--- src/rtl/gather_vc_allocator.sv ---
// Output-VC allocator for a gather router port.
// Tracks busy/owner/round-robin state for each output VC and grants every free
// VC to one requesting input port per cycle. Grants are combinational so the
// input controller can steer its crossbar in the same cycle.
// Ports:
//   clk, rst      clock and synchronous active-high reset
//   req           per-port one-hot VC request, slice [p*VN +: VN] is port p
//   tail_fire     per-port pulse when that port's tail flit transfers
//   grant         port p won a VC this cycle (combinational)
//   sel_vc        one-hot VC won by port p, slice [p*VN +: VN] (combinational)
//   vc_busy       registered busy flag per output VC
//   req_err       registered sticky illegal request/release flag
module gather_vc_allocator #(
  parameter int unsigned PN = 5,
  parameter int unsigned VN = 5
) (
  input  logic             clk,
  input  logic             rst,
  input  logic [PN*VN-1:0] req,
  input  logic [PN-1:0]    tail_fire,
  output logic [PN-1:0]    grant,
  output logic [PN*VN-1:0] sel_vc,
  output logic [VN-1:0]    vc_busy,
  output logic             req_err
);

  localparam int unsigned PW = (PN > 1) ? $clog2(PN) : 1;

  logic [VN-1:0] busy;
  logic [PW-1:0] owner  [VN];
  logic [PW-1:0] rr_ptr [VN];

  logic [PN-1:0] owns;
  logic [PN-1:0] multi;
  logic [PN-1:0] any_req;
  logic [VN-1:0] eff    [PN];
  logic [PN-1:0] cand   [VN];
  logic [PN-1:0] win    [VN];
  logic [PN-1:0] won;
  logic [VN-1:0] release_v;
  logic          err_c;

  // Isolate the lowest set bit of a request slice.
  function automatic logic [VN-1:0] lowest_bit(input logic [VN-1:0] x);
    lowest_bit = x & (~x + VN'(1));
  endfunction

  // First candidate at or after ptr, wrapping modulo PN.
  function automatic logic [PN-1:0] rr_pick(input logic [PN-1:0] c,
                                            input logic [PW-1:0] ptr);
    logic          found;
    logic [PW-1:0] idx;
    rr_pick = '0;
    found   = 1'b0;
    for (int unsigned i = 0; i < PN; i++) begin
      idx = PW'((32'(ptr) + i) % PN);
      if (!found && c[idx]) begin
        rr_pick[idx] = 1'b1;
        found        = 1'b1;
      end
    end
  endfunction

  // Which ports currently hold a VC.
  always_comb begin
    owns = '0;
    for (int v = 0; v < VN; v++) begin
      if (busy[v]) owns[owner[v]] = 1'b1;
    end
  end

  // Normalise requests and mask ports that already own a VC.
  always_comb begin
    multi   = '0;
    any_req = '0;
    for (int p = 0; p < PN; p++) begin
      eff[p]     = owns[p] ? '0 : lowest_bit(req[p*VN +: VN]);
      multi[p]   = $countones(req[p*VN +: VN]) > 1;
      any_req[p] = |req[p*VN +: VN];
    end
  end

  // Independent round-robin arbitration per free VC.
  always_comb begin
    for (int v = 0; v < VN; v++) begin
      cand[v] = '0;
      for (int p = 0; p < PN; p++) cand[v][p] = eff[p][v];
      win[v] = busy[v] ? '0 : rr_pick(cand[v], rr_ptr[v]);
    end
  end

  // Fold per-VC winners into per-port grant/select; blanked during reset.
  always_comb begin
    logic [VN-1:0] port_sel;
    grant  = '0;
    sel_vc = '0;
    won    = '0;
    for (int p = 0; p < PN; p++) begin
      port_sel = '0;
      for (int v = 0; v < VN; v++) port_sel[v] = win[v][p];
      won[p] = |port_sel;
      if (!rst) begin
        grant[p]           = |port_sel;
        sel_vc[p*VN +: VN] = port_sel;
      end
    end
  end

  // Releases by owners, and illegal-event detection.
  always_comb begin
    for (int v = 0; v < VN; v++) release_v[v] = busy[v] && tail_fire[owner[v]];
    // A tail in the grant cycle is a single-flit packet, not a stray release.
    err_c = (|multi) || (|(owns & any_req)) || (|(tail_fire & ~owns & ~won));
  end

  always_ff @(posedge clk) begin
    if (rst) begin
      busy    <= '0;
      req_err <= 1'b0;
      for (int v = 0; v < VN; v++) begin
        owner[v]  <= '0;
        rr_ptr[v] <= '0;
      end
    end else begin
      req_err <= req_err | err_c;
      for (int v = 0; v < VN; v++) begin
        if (release_v[v]) busy[v] <= 1'b0;
        for (int p = 0; p < PN; p++) begin
          if (win[v][p]) begin
            owner[v]  <= PW'(p);
            rr_ptr[v] <= PW'((p + 1) % PN);
            // Same-cycle tail frees the VC before it ever goes busy.
            busy[v]   <= !tail_fire[p];
          end
        end
      end
    end
  end

  assign vc_busy = busy;

endmodule

--- config.mk ---
export PLATFORM = sky130hd
export DESIGN_NAME = gather_vc_allocator
export DESIGN_NICKNAME = d
export VERILOG_FILES = /design/src/rtl/gather_vc_allocator.sv
export SDC_FILE = /design/constraint.sdc
export NUM_CORES = 1
export LEC_CHECK = 0
export CAP_MARGIN = 20
export CORE_MARGIN = 4
export CORE_UTILIZATION = 53
export DETAILED_ROUTE_END_ITERATION = 16
export GPL_TIMING_DRIVEN = 1
export PLACE_DENSITY = 0.84
export SYNTH_ARGS = -nofsm -noshare
export SYNTH_HDL_FRONTEND = slang
export SYNTH_SLANG_ARGS = --single-unit
--- constraint.sdc ---
create_clock -name clk -period 6.25 [get_ports clk]
set_clock_uncertainty 0.05 [all_clocks]
set_input_delay 1.25 -clock clk [delete_from_list [all_inputs] [get_ports clk]]
set_output_delay 1.25 -clock clk [all_outputs]
set_load 0.01 [all_outputs]
==> results by group <==
Timing
  • Hold violation count in the final report: 0
  • Fin crit share: 0.9860
  • Slew margin rel.: 0.4790
  • RSZ-0062 raised after global routing: yes
  • Crit path time final: 6.162 ns
  • Max Clock Freq: 162.3 MHz
  • Max Slew Vio Count: 0
  • Worst Max-Slew Pin Slew: 0.7706 ns
  • Final hold slack: 0.6622 ns
  • Final setup viols: 0

Clock network
  • CTS hold repair buffers: 0
  • Clk Latency, worst-skew pair: 0.30 ns
  • Maximum clock path buffer count: 2
  • TritonCTS Buffers: 5
  • Root Buffer: clkbuf_16
  • CTS Sinks: 36
  • CTS tree: done
  • Clock-pin slew on the worst setup and hold paths: 0.06 ns
  • H-tree lvl count: 2

Logic synthesis
  • Post-synth EDFFs: 30
  • Post-synth net total: 1,804
  • Simple-Gate Fraction of Synth Area: 0.3119
  • Unique masters post-synth: 119
  • Synth warn: 0
  • XOR/XNOR Fraction of Synth Area: 0.02041
  • Compound-gate portion of the synthesized area: 0.3353
  • Mux share of post-synthesis cell area: 0.05589
  • Largest family of logic cells by synthesized area: compound AO/OA/AOI/OAI gates
  • Synthesis-stage register bit count: 36
  • Post-synth ARST share: 0
  • Post-synthesis cell count: 1,657
  • Top FF cell, synth: edfxtp_1
  • Post-synthesis sequential area ratio: 0.08540
  • Syn_area_per_cell: 7.215 sq um
  • Synthesized area: 11,960 sq um
  • Adder-cell share of the synthesized area: 0.1241

Routing
  • Initial DRT Pass Iterations: 6
  • Via count: 15.01k
  • Drt via density: 6.804
  • DRC viols: 0
  • Starting DRC count in detailed routing: 2,057
  • Wire per inst: 21.32 um
  • Post-Route WL: 47,030 um
  • Antenna viol nets, final: 0

Place
  • Detailed placement HPWL: 37,090 um
  • GPL Wtd Cong: 1.021
  • Placed Area: 14,580 sq um
  • Inst Count DP: 2,177
  • Port bufs: 67

Floorplan
  • DIE WIDTH: 158.2 um
  • Die H: 158.2 um
  • Die area: 25,020 sq um
  • Core box area: 22,030 sq um
  • Cell Rows: 54
  • Initial Util: 0.5428
  • IO Pins: 68

Layout
  • FILL cells: 1,843
  • Share of cells above drive strength 1: 0.2461
  • Synthesis-to-layout area growth: 30.19%
  • Final Net Count: 2,072
  • N_diodes: 0
  • Final instance area: 15,560 sq um
  • Final core occ: 0.7067
  • Fin cells: 2,206

Min path
  • Hold Path Class: register to register

Worst setup path
  • Crit Path Class: register to output pin
  • CP startpoint kind: register
  • Worst reg2reg setup slack: 1.00 ns
  • Worst endpoint required time: 4.95 ns
  • Worst setup EP type: output pin
  • Critical Path Fanout Max: 5
  • Crit path DAT: 4.86 ns

Status
  • Outcome: finished, final reports clean

GRT
  • Gr ovfl total: 0
  • Antenna violations before repair: 0
  • Global-route wire length before repair: 72,580 um
  • Largest net degree at the start of global routing: 32
  • All-Layer GR Usage: 0.3587
  • Vias in the first global route: 13.64k

Flow run
  • Max-cap viol count: 0
==> cell usage after synthesis (7+ instances only) <==
library cell / count / area, sq um
nor2_1: 143 / 536.8
nand2_1: 103 / 386.6
nand3_1: 44 / 220.2
and2_1: 21 / 131.4
clkbuf_1: 63 / 236.5
o211a_1: 14 / 140.1
nor3_1: 56 / 280.3
or2_2: 13 / 81.33
o21a_1: 20 / 150.1
o211ai_1: 19 / 142.6
o31a_1: 10 / 87.58
o31ai_1: 18 / 135.1
or3_1: 24 / 150.1
nand2b_1: 35 / 219.0
inv_1: 111 / 416.7
nor4_1: 27 / 168.9
o221ai_1: 17 / 148.9
a31oi_1: 21 / 131.4
a21o_1: 14 / 105.1
a211o_1: 10 / 87.58
o21ai_0: 96 / 480.5
o2111ai_1: 13 / 113.9
a211oi_1: 19 / 142.6
mux2i_1: 45 / 450.4
o41ai_1: 7 / 61.31
xnor2_1: 22 / 192.7
nor3b_1: 14 / 105.1
edfxtp_1: 30 / 900.9
a21oi_1: 118 / 590.6
mux2_2: 13 / 146.4
o32ai_1: 10 / 87.58
a221oi_1: 8 / 70.07
buf_2: 16 / 80.08
nand3b_1: 9 / 67.56
a2111oi_0: 12 / 105.1
a32oi_1: 8 / 70.07
o22ai_1: 23 / 143.9
nand4_1: 26 / 162.7
or4_1: 10 / 75.07
nor2b_1: 32 / 200.2
nand4b_1: 8 / 70.07
and3_1: 17 / 106.4
nor4b_1: 9 / 78.83
ha_1: 109 / 1364
==> critical path, cell delays in order, from the launching register on <==
cell            delay, ns
edfxtp_1             0.40
inv_2                0.12
buf_4                0.13
ha_1                 0.24
nor3_2               0.16
nand2b_4             0.17
xnor2_2              0.13
ha_2                 0.21
fa_2                 0.19
buf_4                0.13
inv_1                0.04
o31ai_1              0.24
a21oi_1              0.16
or3_1                0.39
a222oi_1             0.39
nor2_1               0.16
o21ai_1              0.15
o311a_1              0.26
a21oi_2              0.08
buf_4                0.18
nor4_1               0.27
buf_4                0.16
nor2_1               0.04
dlymetal6s2s_1       0.17
==> cell usage in the layout (no fill, tap or decap), types with 13 or more instances in the layout <==
master	instances
ha_1	98
o31ai_1	15
xnor2_1	20
o221ai_1	15
nand2_1	102
or3_1	24
o21ai_0	84
and2_1	20
mux2i_1	42
nor2_1	138
nor3_1	50
nor2b_1	31
nand3_1	43
a31oi_1	18
a21oi_2	13
o211ai_1	19
nand4_1	26
a211oi_1	17
nor4_1	25
o21a_1	18
o211a_1	13
or2_2	13
inv_1	108
nand2b_1	33
clkdlybuf4s50_1	49
buf_4	280
mux2_2	13
a21o_1	14
edfxtp_1	30
and3_1	17
o22ai_1	21
a21oi_1	108
==> repair_timing <==
item | CTS | global route
cloned | 0 | 0
hold endpoints to repair | 0 | 0
resized for setup | 37 | 130
buffers inserted | 1 | 20
pin swaps | 3 | 37
endpoints found under the setup margin | 21 | 28
==> state kept, by name, indices dropped and copies added (netlist names) <==
name     cells
owner       15
req_err      1
rr_ptr      15
vc_busy      5
==> metrics by stage <==
step,setup slack (ns),TNS [ns]
5_1_grt,-0.1674,-0.5754
3_3_place_gp,-0.3623,-1.291
4_1_cts,-0.2219,-0.9951
3_5_place_dp,-0.3813,-1.518
2_1_floorplan,-0.006271,-0.006271
6_report,0.08756,0
==> area by class of cell <==
type / count / area (sq um) / area share
Multi-Input combinational cell: 1416 / 10780 / 0.6926
Clock inverter: 3 / 42.54 / 0.002733
Inverter: 118 / 444.2 / 0.02854
Timing Repair Buffer: 348 / 2801 / 0.1800
Sequential cell: 36 / 1021 / 0.06560
Tap cell: 280 / 350.3 / 0.02251
Clock buffer: 5 / 125.1 / 0.008039
==> path summary, 6_finish.rpt <==
check / startpoint / to / depth (start not counted)
setup / recovery: rr_ptr[1][1]$_SDFFCE_PP0P_ / grant[0] / 23
setup reg to reg: rr_ptr[1][1]$_SDFFCE_PP0P_ / rr_ptr[4][0]$_DFFE_PP_ / 23
hold reg to reg: vc_busy[2]$_SDFFE_PP0P_ / vc_busy[2]$_SDFFE_PP0P_ / 3
hold / removal: vc_busy[2]$_SDFFE_PP0P_ / vc_busy[2]$_SDFFE_PP0P_ / 3
==> logic make-up (layout without fill, tap and decap cells) <==
| kind of cell | Yosys count | count (layout) |
|---|---|---|
| muxes | 61 | 61 |
| xor gates and xnor gates | 27 | 27 |
| and+or+nand+nor | 655 | 655 |
| AOI/OAI and AO/OA | 558 | 558 |
| adders and majority gates | 115 | 115 |
| DFF | 36 | 36 |
| buffers and inverters | 205 | 474 |
==> layer usage <==
metal / vias up / wire length (um) / GRT usage
met5: - / 0 / 0
met4: 0 / 2065 / 0.1162
met3: 183 / 4500 / 0.04729
met2: 903 / 21100 / 0.5778
met1: 6983 / 19370 / 0.4971
li1: 6940 / - / -
Power is not shown: default switching activity piles up to over one toggle a cycle in this logic, so the estimate is an artifact.
